--- config.mk ---
export PLATFORM = sky130hd
export DESIGN_NAME = goomba_spawner
export DESIGN_NICKNAME = d
export VERILOG_FILES = /design/src/rtl/mario_pkg.sv /design/src/rtl/spawn_table_rom.sv /design/src/rtl/goomba_spawner.sv
export SDC_FILE = /design/constraint.sdc
export NUM_CORES = 1
export LEC_CHECK = 0
export CORE_ASPECT_RATIO = 0.6
export CORE_MARGIN = 2
export CORE_UTILIZATION = 41
export CTS_CLUSTER_DIAMETER = 150
export DETAILED_ROUTE_END_ITERATION = 8
export DONT_BUFFER_PORTS = 1
export PLACE_DENSITY = 0.67
export SYNTH_ARGS = -nofsm -noshare
export SYNTH_HDL_FRONTEND = slang
export SYNTH_SLANG_ARGS = --single-unit
--- constraint.sdc ---
create_clock -name Clk -period 2.75 [get_ports Clk]
set_input_delay 0.825 -clock Clk [delete_from_list [all_inputs] [get_ports Clk]]
set_output_delay 0.825 -clock Clk [all_outputs]
set_load 0.1 [all_outputs]
--- src/rtl/mario_pkg.sv ---
// Shared level-object definitions: spawn table entry layout, tile geometry and
// the spawner state encoding.
package mario_pkg;

  localparam logic [7:0] SPAWN_END = 8'hFF;
  localparam logic [9:0] TILE_W    = 10'd40;

  typedef struct packed {
    logic [7:0] col;
    logic [9:0] y;
  } spawn_entry_t;

  localparam int unsigned ENTRY_W = $bits(spawn_entry_t);

  typedef enum logic [2:0] {
    IDLE,
    FETCH,
    CHECK,
    ISSUE,
    WAIT,
    DONE
  } spawner_state_t;

endpackage

--- src/rtl/spawn_table_rom.sv ---
// Level spawn table: DEPTH entries baked in from INIT (entry i at bits
// [i*ENTRY_W +: ENTRY_W]), read with one cycle of registered latency.
module spawn_table_rom
  import mario_pkg::*;
#(
  parameter int unsigned DEPTH  = 16,
  parameter int unsigned ADDR_W = 4,
  parameter logic [DEPTH*ENTRY_W-1:0] INIT = {DEPTH{SPAWN_END, 10'd0}}
) (
  input  logic              Clk,
  input  logic              Reset_n,
  input  logic [ADDR_W-1:0] addr,
  output spawn_entry_t      data
);

  spawn_entry_t rom [DEPTH];

  for (genvar i = 0; i < DEPTH; i++) begin : g_rom
    assign rom[i] = spawn_entry_t'(INIT[i*ENTRY_W +: ENTRY_W]);
  end

  always_ff @(posedge Clk or negedge Reset_n) begin : rom_read
    if (!Reset_n) begin
      data <= '0;
    end else begin
      data <= rom[addr];
    end
  end

endmodule

--- src/rtl/goomba_spawner.sv ---
// Goomba spawn controller: walks the level spawn table as the screen scrolls,
// hands each entry to the lowest free goomba slot, and tallies squished goombas.
module goomba_spawner
  import mario_pkg::*;
#(
  parameter int unsigned NUM_SLOTS   = 4,
  parameter int unsigned TABLE_DEPTH = 16,
  parameter logic [7:0]  SCREEN_COLS = 8'd10,
  parameter logic [9:0]  SPAWN_X     = 10'(13 * TILE_W - 10'd1),
  parameter logic [3:0]  ACK_TIMEOUT = 4'd8,
  parameter logic [TABLE_DEPTH*ENTRY_W-1:0] TABLE_INIT = {TABLE_DEPTH{SPAWN_END, 10'd0}}
) (
  input  logic                 Clk,
  input  logic                 Reset_n,
  input  logic                 level_start,
  input  logic                 kill_all,
  input  logic                 Shift,
  input  logic [NUM_SLOTS-1:0] goomba_alive,
  input  logic [NUM_SLOTS-1:0] goomba_killed,
  output logic [NUM_SLOTS-1:0] start,
  output logic [NUM_SLOTS-1:0] kill,
  output logic [9:0]           spawnX,
  output logic [9:0]           spawnY,
  output logic [7:0]           kill_count,
  output logic                 table_done,
  output logic                 spawn_err
);

  localparam int unsigned SLOT_W = (NUM_SLOTS > 1) ? $clog2(NUM_SLOTS) : 1;
  localparam int unsigned ADDR_W = (TABLE_DEPTH > 1) ? $clog2(TABLE_DEPTH) : 1;
  localparam logic [ADDR_W-1:0] LAST_ADDR  = ADDR_W'(TABLE_DEPTH - 1);
  localparam logic [7:0]        SCROLL_MAX = 8'hFE;

  spawner_state_t       state;
  logic [ADDR_W-1:0]    ptr;
  logic [7:0]           scroll_col;
  logic [SLOT_W-1:0]    slot;
  logic [NUM_SLOTS-1:0] pend;
  logic [3:0]           timer;
  spawn_entry_t         entry;

  logic                 free_found;
  logic [SLOT_W-1:0]    free_idx;
  logic                 at_end;
  logic                 too_far;
  logic [3:0]           killed_now;
  logic [8:0]           kill_sum;

  spawn_table_rom #(
    .DEPTH  (TABLE_DEPTH),
    .ADDR_W (ADDR_W),
    .INIT   (TABLE_INIT)
  ) u_rom (
    .Clk     (Clk),
    .Reset_n (Reset_n),
    .addr    (ptr),
    .data    (entry)
  );

  // Lowest-index slot that is dead and not the one still waiting to come alive.
  always_comb begin : free_slot_enc
    free_found = 1'b0;
    free_idx   = '0;
    for (int i = NUM_SLOTS - 1; i >= 0; i--) begin
      if (!goomba_alive[i] && !pend[i]) begin
        free_found = 1'b1;
        free_idx   = SLOT_W'(i);
      end
    end
  end

  // The last address is reserved for the terminator even if the table omits it.
  assign at_end  = (entry.col == SPAWN_END) || (ptr == LAST_ADDR);
  assign too_far = {1'b0, entry.col} > ({1'b0, scroll_col} + {1'b0, SCREEN_COLS});

  always_comb begin : kill_popcount
    killed_now = '0;
    for (int i = 0; i < NUM_SLOTS; i++) begin
      killed_now = killed_now + 4'(goomba_killed[i]);
    end
    kill_sum = {1'b0, kill_count} + 9'(killed_now);
  end

  always_ff @(posedge Clk or negedge Reset_n) begin : kill_tally
    if (!Reset_n) begin
      kill_count <= '0;
    end else if (kill_sum[8]) begin
      kill_count <= 8'hFF;
    end else begin
      kill_count <= kill_sum[7:0];
    end
  end

  // Scroll position stops one short of SPAWN_END so a terminator never qualifies.
  always_ff @(posedge Clk or negedge Reset_n) begin : scroll_track
    if (!Reset_n) begin
      scroll_col <= '0;
    end else if (level_start && !kill_all) begin
      scroll_col <= '0;
    end else if (Shift && (state != IDLE) && (scroll_col < SCROLL_MAX)) begin
      scroll_col <= scroll_col + 8'd1;
    end
  end

  always_ff @(posedge Clk or negedge Reset_n) begin : spawn_fsm
    if (!Reset_n) begin
      state      <= IDLE;
      ptr        <= '0;
      slot       <= '0;
      pend       <= '0;
      timer      <= '0;
      start      <= '0;
      kill       <= '0;
      spawnX     <= '0;
      spawnY     <= '0;
      table_done <= 1'b0;
      spawn_err  <= 1'b0;
    end else begin
      start <= '0;
      kill  <= '0;
      if (kill_all) begin
        kill       <= '1;
        pend       <= '0;
        table_done <= 1'b0;
        state      <= IDLE;
      end else if (level_start) begin
        kill       <= '1;
        ptr        <= '0;
        pend       <= '0;
        table_done <= 1'b0;
        spawn_err  <= 1'b0;
        state      <= FETCH;
      end else begin
        unique case (state)
          IDLE, DONE: ;
          FETCH: state <= CHECK;
          CHECK: begin
            if (at_end) begin
              table_done <= 1'b1;
              state      <= DONE;
            end else if (!too_far && free_found) begin
              slot   <= free_idx;
              start  <= NUM_SLOTS'(1) << free_idx;
              spawnX <= SPAWN_X;
              spawnY <= entry.y;
              state  <= ISSUE;
            end
          end
          ISSUE: begin
            pend  <= start;
            timer <= '0;
            state <= WAIT;
          end
          WAIT: begin
            if (goomba_alive[slot]) begin
              ptr   <= ptr + ADDR_W'(1);
              pend  <= '0;
              state <= FETCH;
            end else if (timer == ACK_TIMEOUT) begin
              spawn_err <= 1'b1;
              ptr       <= ptr + ADDR_W'(1);
              pend      <= '0;
              state     <= FETCH;
            end else begin
              timer <= timer + 4'd1;
            end
          end
          default: state <= IDLE;
        endcase
      end
    end
  end

endmodule

; ---- Word level (Yosys, flattened, before mapping)
; Memories as Yosys holds them, arrays and structs flattened. A register that Yosys moved wholly into a read port is not among the register bits.
; Cells that the tools add are included.
; Widths: inputs -> output; s select.
[totals]
reg_bits = 54
romBits = 288
inputBits = 13
out_inout_bits = 38
wordCells = 129
n_memories = 1
[mem_list]
columns = memory, depth, width, read_ports, rd_ports_with_merged_regs, wr, line_no
row1 = (no name shown), 16, 18, 1, 1, 0, spawn_table_rom.sv:26  ; data <= rom[addr];
[op_classes]
add_sub_neg = 8
order_cmp = 3
eq_ne = 14
shifts = 1
n_mux = 47
bitwise_logic = 4
reduce_logical = 38
[op_table]
columns = operator, n
row1 = $mux 4, 17
row2 = $mux 8, 3
row3 = $mux 3, 6
row4 = $pmux 4 s2, 2
row5 = $pmux 3 s5, 1
row6 = $mux 1, 13
row7 = $reduce_bool 3->1, 4
row8 = $logic_not 1->1, 11
row9 = $ne 5x5->1 const B, 2
row10 = $reduce_and 5->1, 2
row11 = $add 8x4->9, 1
row12 = $add 8x4->9 const B, 1
row13 = $gt 8x9->1, 1
row14 = $add 4x1->4 const B, 2
row15 = $add 8x1->8 const B, 1
row16 = $eq 4x4->1 const B, 2
row17 = $eq 8x8->1 const B, 1
row18 = $logic_and 1x1->1, 8
row19 = $lt 8x8->1 const B, 1
row20 = $mux 2, 4
row21 = $reduce_bool 2->1, 4
row22 = $eq 3x2->1 const B, 2
row23 = $eq 3x3->1 const B, 2
row24 = $ne 2x2->1 const B, 3
row25 = other kinds (17), 21

; ---- Longest topological paths before layout
[logic_depth]
word_depth = 12
mapped_depth = 10
ltp_nobuf = 9

; ---- By module
; Synthesis repeated with hierarchy kept, for this count alone.
[unflattened]
cells_unflattened = 302
hier_area_um2 = 2955.3
[by_module_without_submodules]
columns = mod, instances, cells_each, area_each_um2, seq_area_each_um2
row1 = goomba_spawner, 1, 282, 2795.2, 1276.2
row2 = spawn_table_rom, 1, 20, 160.2, 25.0

; ---- Worst setup path before layout
; No wires, ideal clock.
[synth_path]
path_kind = input -> register
start = input port goomba_killed[0]
end = register kill_count[0]
setup_ns = 0.076
arrival_time_ns = 2.534
required_ns = 2.674
setup_slack_ns = 0.140
stages = 7
n_path_buf = 0
path_cell_list = fa_1 fa_1 inv_1 fa_1 nor2_1 nand3_1 nand2b_1
[synth_between]
elab_chain_len = 5
[synth_lines]
columns = element, line_no
row1 = start: declaration, goomba_spawner.sv:19  ; input logic [NUM_SLOTS-1:0] goomba_killed,
row2 = $add 1x1->2, goomba_spawner.sv:79  ; killed_now = killed_now + 4'(goomba_killed[i]);
row3 = $add 2x1->3, goomba_spawner.sv:79
row4 = $add 3x1->4, goomba_spawner.sv:79
row5 = $add 8x4->9, goomba_spawner.sv:81  ; kill_sum = {1'b0, kill_count} + 9'(killed_now);
row6 = $mux 8, goomba_spawner.sv:87  ; end else if (kill_sum[8]) begin
row7 = end signal: assignment, goomba_spawner.sv:90  ; kill_count <= kill_sum[7:0];
row8 = end: declaration, goomba_spawner.sv:24  ; output logic [7:0] kill_count,
; Every way passes these cells.
; A chain may end at the register's enable or synchronous reset.

; ---- Worst setup path after layout
[layout_path]
start = register scroll_col[1]
end = register start[3]
[layout_between]
elab_chain_len = 9
[layout_lines]
columns = element, line_no
row1 = start: declaration, goomba_spawner.sv:36  ; logic [7:0] scroll_col;
row2 = start signal: assignment, goomba_spawner.sv:101  ; scroll_col <= scroll_col + 8'd1;
row3 = $add 8x4->9, goomba_spawner.sv:74  ; assign too_far = {1'b0, entry.col} > ({1'b0, scroll_col} + {1'b0, SCREEN_COLS});
row4 = $gt 8x9->1, goomba_spawner.sv:74
row5 = $logic_not 1->1, goomba_spawner.sv:141  ; end else if (!too_far && free_found) begin
row6 = $logic_and 1x1->1, goomba_spawner.sv:141
row7 = $mux 4, goomba_spawner.sv:141
row8 = $mux 4, goomba_spawner.sv:138  ; if (at_end) begin
row9 = $mux 4, goomba_spawner.sv:134  ; unique case (state)
row10 = $mux 4, goomba_spawner.sv:126  ; end else if (level_start) begin
row11 = $mux 4, goomba_spawner.sv:121  ; if (kill_all) begin
row12 = end signal: assignment, goomba_spawner.sv:143  ; start <= NUM_SLOTS'(1) << free_idx;
row13 = end: declaration, goomba_spawner.sv:20  ; output logic [NUM_SLOTS-1:0] start,
; Every way passes these cells.

==> reports/metrics.csv <==
metric,value,unit
gr-total-overflow,0,
final_antenna_net_count,0,
async_flop_share,1.00,
synth-seq-cells,42,
synth_flop_cell,dfrtp_1,
cp_slowest_cell,dfrtp_1,
p_leak,1.33,nW
cts_max_level,2,
ctsRootBufferMaster,clkbuf_8,
dp_hpwl,3880,um
cp-start-kind,flip-flop,
grt_max_degree,43,
tightest_slew,0.636,ns
synthAdderAreaFrac,0.0914,
die_w,106,um
outcome,finished clean,
slew_headroom,0.572,
fin_tns_setup,0,ns
worstSetupPathType,reg -> reg,
min_path_type,in -> async,
postPlaceCellArea,2700,um^2
synth-xor-area-share,0.0681,
vias_per_cell,5.06,
cts_buffers,5,
start_util,0.423,
core,6080,um^2
synth_seq_area_share,0.408,
layout.nets,310,
synth_warnings,0,
min_period_over_period,0.945,
die_h,65.4,um
finalPower,2.43,mW
drc,0,
antenna_found_initial,0,
ys_top_cells_by_area,"dfrtp_1, ha_1, buf_4",
arrival,2.79,ns
fin_ws,0.152,ns
cts_hold_buf,0,
row_count,22,
syn_to_final_growth,10.7,%
gp_congestion,0.793,
path_max_fanout,8,
clk_latency,0.30,ns
die_area,6950,um^2
final_cell_area,2850,um^2
drive_gt1_frac,0.142,
syn_area,2570,um^2
cts.sinks,42,
setup_violations,0,
path_clk_slew,0.09,ns
cp_common_cell,a21oi_1,
io_buffers,0,
synth-simple-area-share,0.191,
diodes,0,
grt.total_usage,0.158,
pre_cts_ws,0.0182,ns
reg2reg_from,scroll_col[1],
final_cell_mix,"dfrtp_1, nor2_1, nand2_1",
min_period,2.60,ns
synthDistinctLibCells,54,
wl,5070,um
startpoint,scroll_col[1],
vias,1848,
placed_cells,357,
final_max_slew_viol_count,0,
drtIter0Drc,82,
vdd_drop_max,0.444,mV
final_util,0.468,
synth-compound-area-share,0.114,
firstDrtPassIters,4,
r2r_slack,0.15,ns
fin_cells,365,
crit_required,2.94,ns
reg2regPathDepth,9,
worstPathCellList,a21oi_1 -> nor2_1 -> xnor2_1 -> ha_1 -> a21o_1 -> a21oi_1 -> nor3b_2 -> o21ai_0 -> nor4_1,
synth-edff-count,0,
rr_endpoint,start[3],
maxCapViolCount,0,
synth_top_area_share,0.408,
grt_pass1_vias,1711,
skew,0.00699,ns
max_freq,385,MHz
mostFrequentLayoutCell,dfrtp_1,
ioPinCount,51,
grt_pass1_wl,8510,um
wl_per_cell,13.9,um
power.density,853,nW/um^2
hold_viol,0,
end_kind,flip-flop,
timing.hold.ws,0.211,ns
synthMuxAreaShare,0.0219,
syn_area_per_cell,9.64,um^2
cts_tree,done,
synth_top_family_by_area,simple AND/OR/NAND/NOR gates,
cpPeakStageDelay,0.48,ns
cts_max_path_buffers,2,
critPathCapture,start[3],
synth_area_leader_cell,dfrtp_1,
synthCells,267,
timing repair:
item,CTS,global route
resized for setup,0,2
setup endpoints to repair,0,5
hold endpoints to repair,0,0
setup buffers,0,0
per-layer routing:
layer | track usage | wire, um | vias to the layer above
met5 | 0 | 0 | -
met4 | 0.0345 | 40 | 0
met3 | 0.0387 | 265 | 4
met2 | 0.216 | 2020 | 52
met1 | 0.248 | 2750 | 887
li1 | - | - | 905
worst max-delay path: cells and delay by family (launching register included):
kind            cells  cell delay (ns)
compound gates      4             0.92
fa+ha+maj           1             0.29
simple gates        3             0.67
flops               1             0.48
xor+xnor            1             0.13
report_power, final:
group / leakage (nW) / internal, mW / switching [mW]
combinational: 0.714 / 0.229 / 0.860
clock: 0.0683 / 0.364 / 0.227
sequential: 0.545 / 0.699 / 0.0513
total: 1.33 / 1.29 / 1.14
area by class of cell:
cell class	instances	area [um^2]
clock inverters	3	68.8
well taps	84	105
flip-flops and latches	42	1060
clock buffers	5	68.8
inverters	15	56.3
fillers	563	3230
repair buffers	19	168
multi-input cells	197	1320
cells by family (layout without fill, tap and decap cells):
kind of cell    Yosys count  count (layout)
simple gates             96              96
compound gates           43              43
buf+inv                  43              42
flops                    42              42
xor+xnor                 20              20
fa+ha+maj                17              17
mux                       4               4
other cells               2              17
how the worst min path moves through the flow:
stage / from / endpoint / slack [ns] / cells past startpoint
after floorplan: timer[2] / timer[2] / 0.46 / 1
after global placement: table_done / table_done / 0.49 / 2
after detailed placement: table_done / table_done / 0.49 / 2
after CTS: Reset_n / scroll_col[2] / 0.21 / 0
after global routing: Reset_n / kill_count[3] / 0.19 / 0
final: Reset_n / scroll_col[2] / 0.21 / 0
sequential cells by signal, summed over array words and instances (netlist names), 2 cells and up:
register    count
kill_count      8
pend            4
ptr             4
scroll_col      8
slot            2
start           4
state           3
timer           4
synth_stat cells (2+ instances only):
master / n
a211o_1: 2
a211oi_1: 2
a21o_1: 3
a21oi_1: 8
a22oi_1: 4
a31oi_1: 2
and3_1: 2
buf_4: 23
buf_6: 2
clkbuf_1: 2
conb_1: 2
dfrtp_1: 42
fa_1: 3
ha_1: 14
inv_1: 15
mux2_2: 3
nand2_1: 20
nand2b_1: 2
nand3_1: 11
nand4_1: 4
nor2_1: 33
nor2b_1: 6
nor3_1: 5
nor3b_1: 2
o21ai_0: 8
xnor2_1: 7
xor2_1: 13
(Power assumes the default switching activity.)
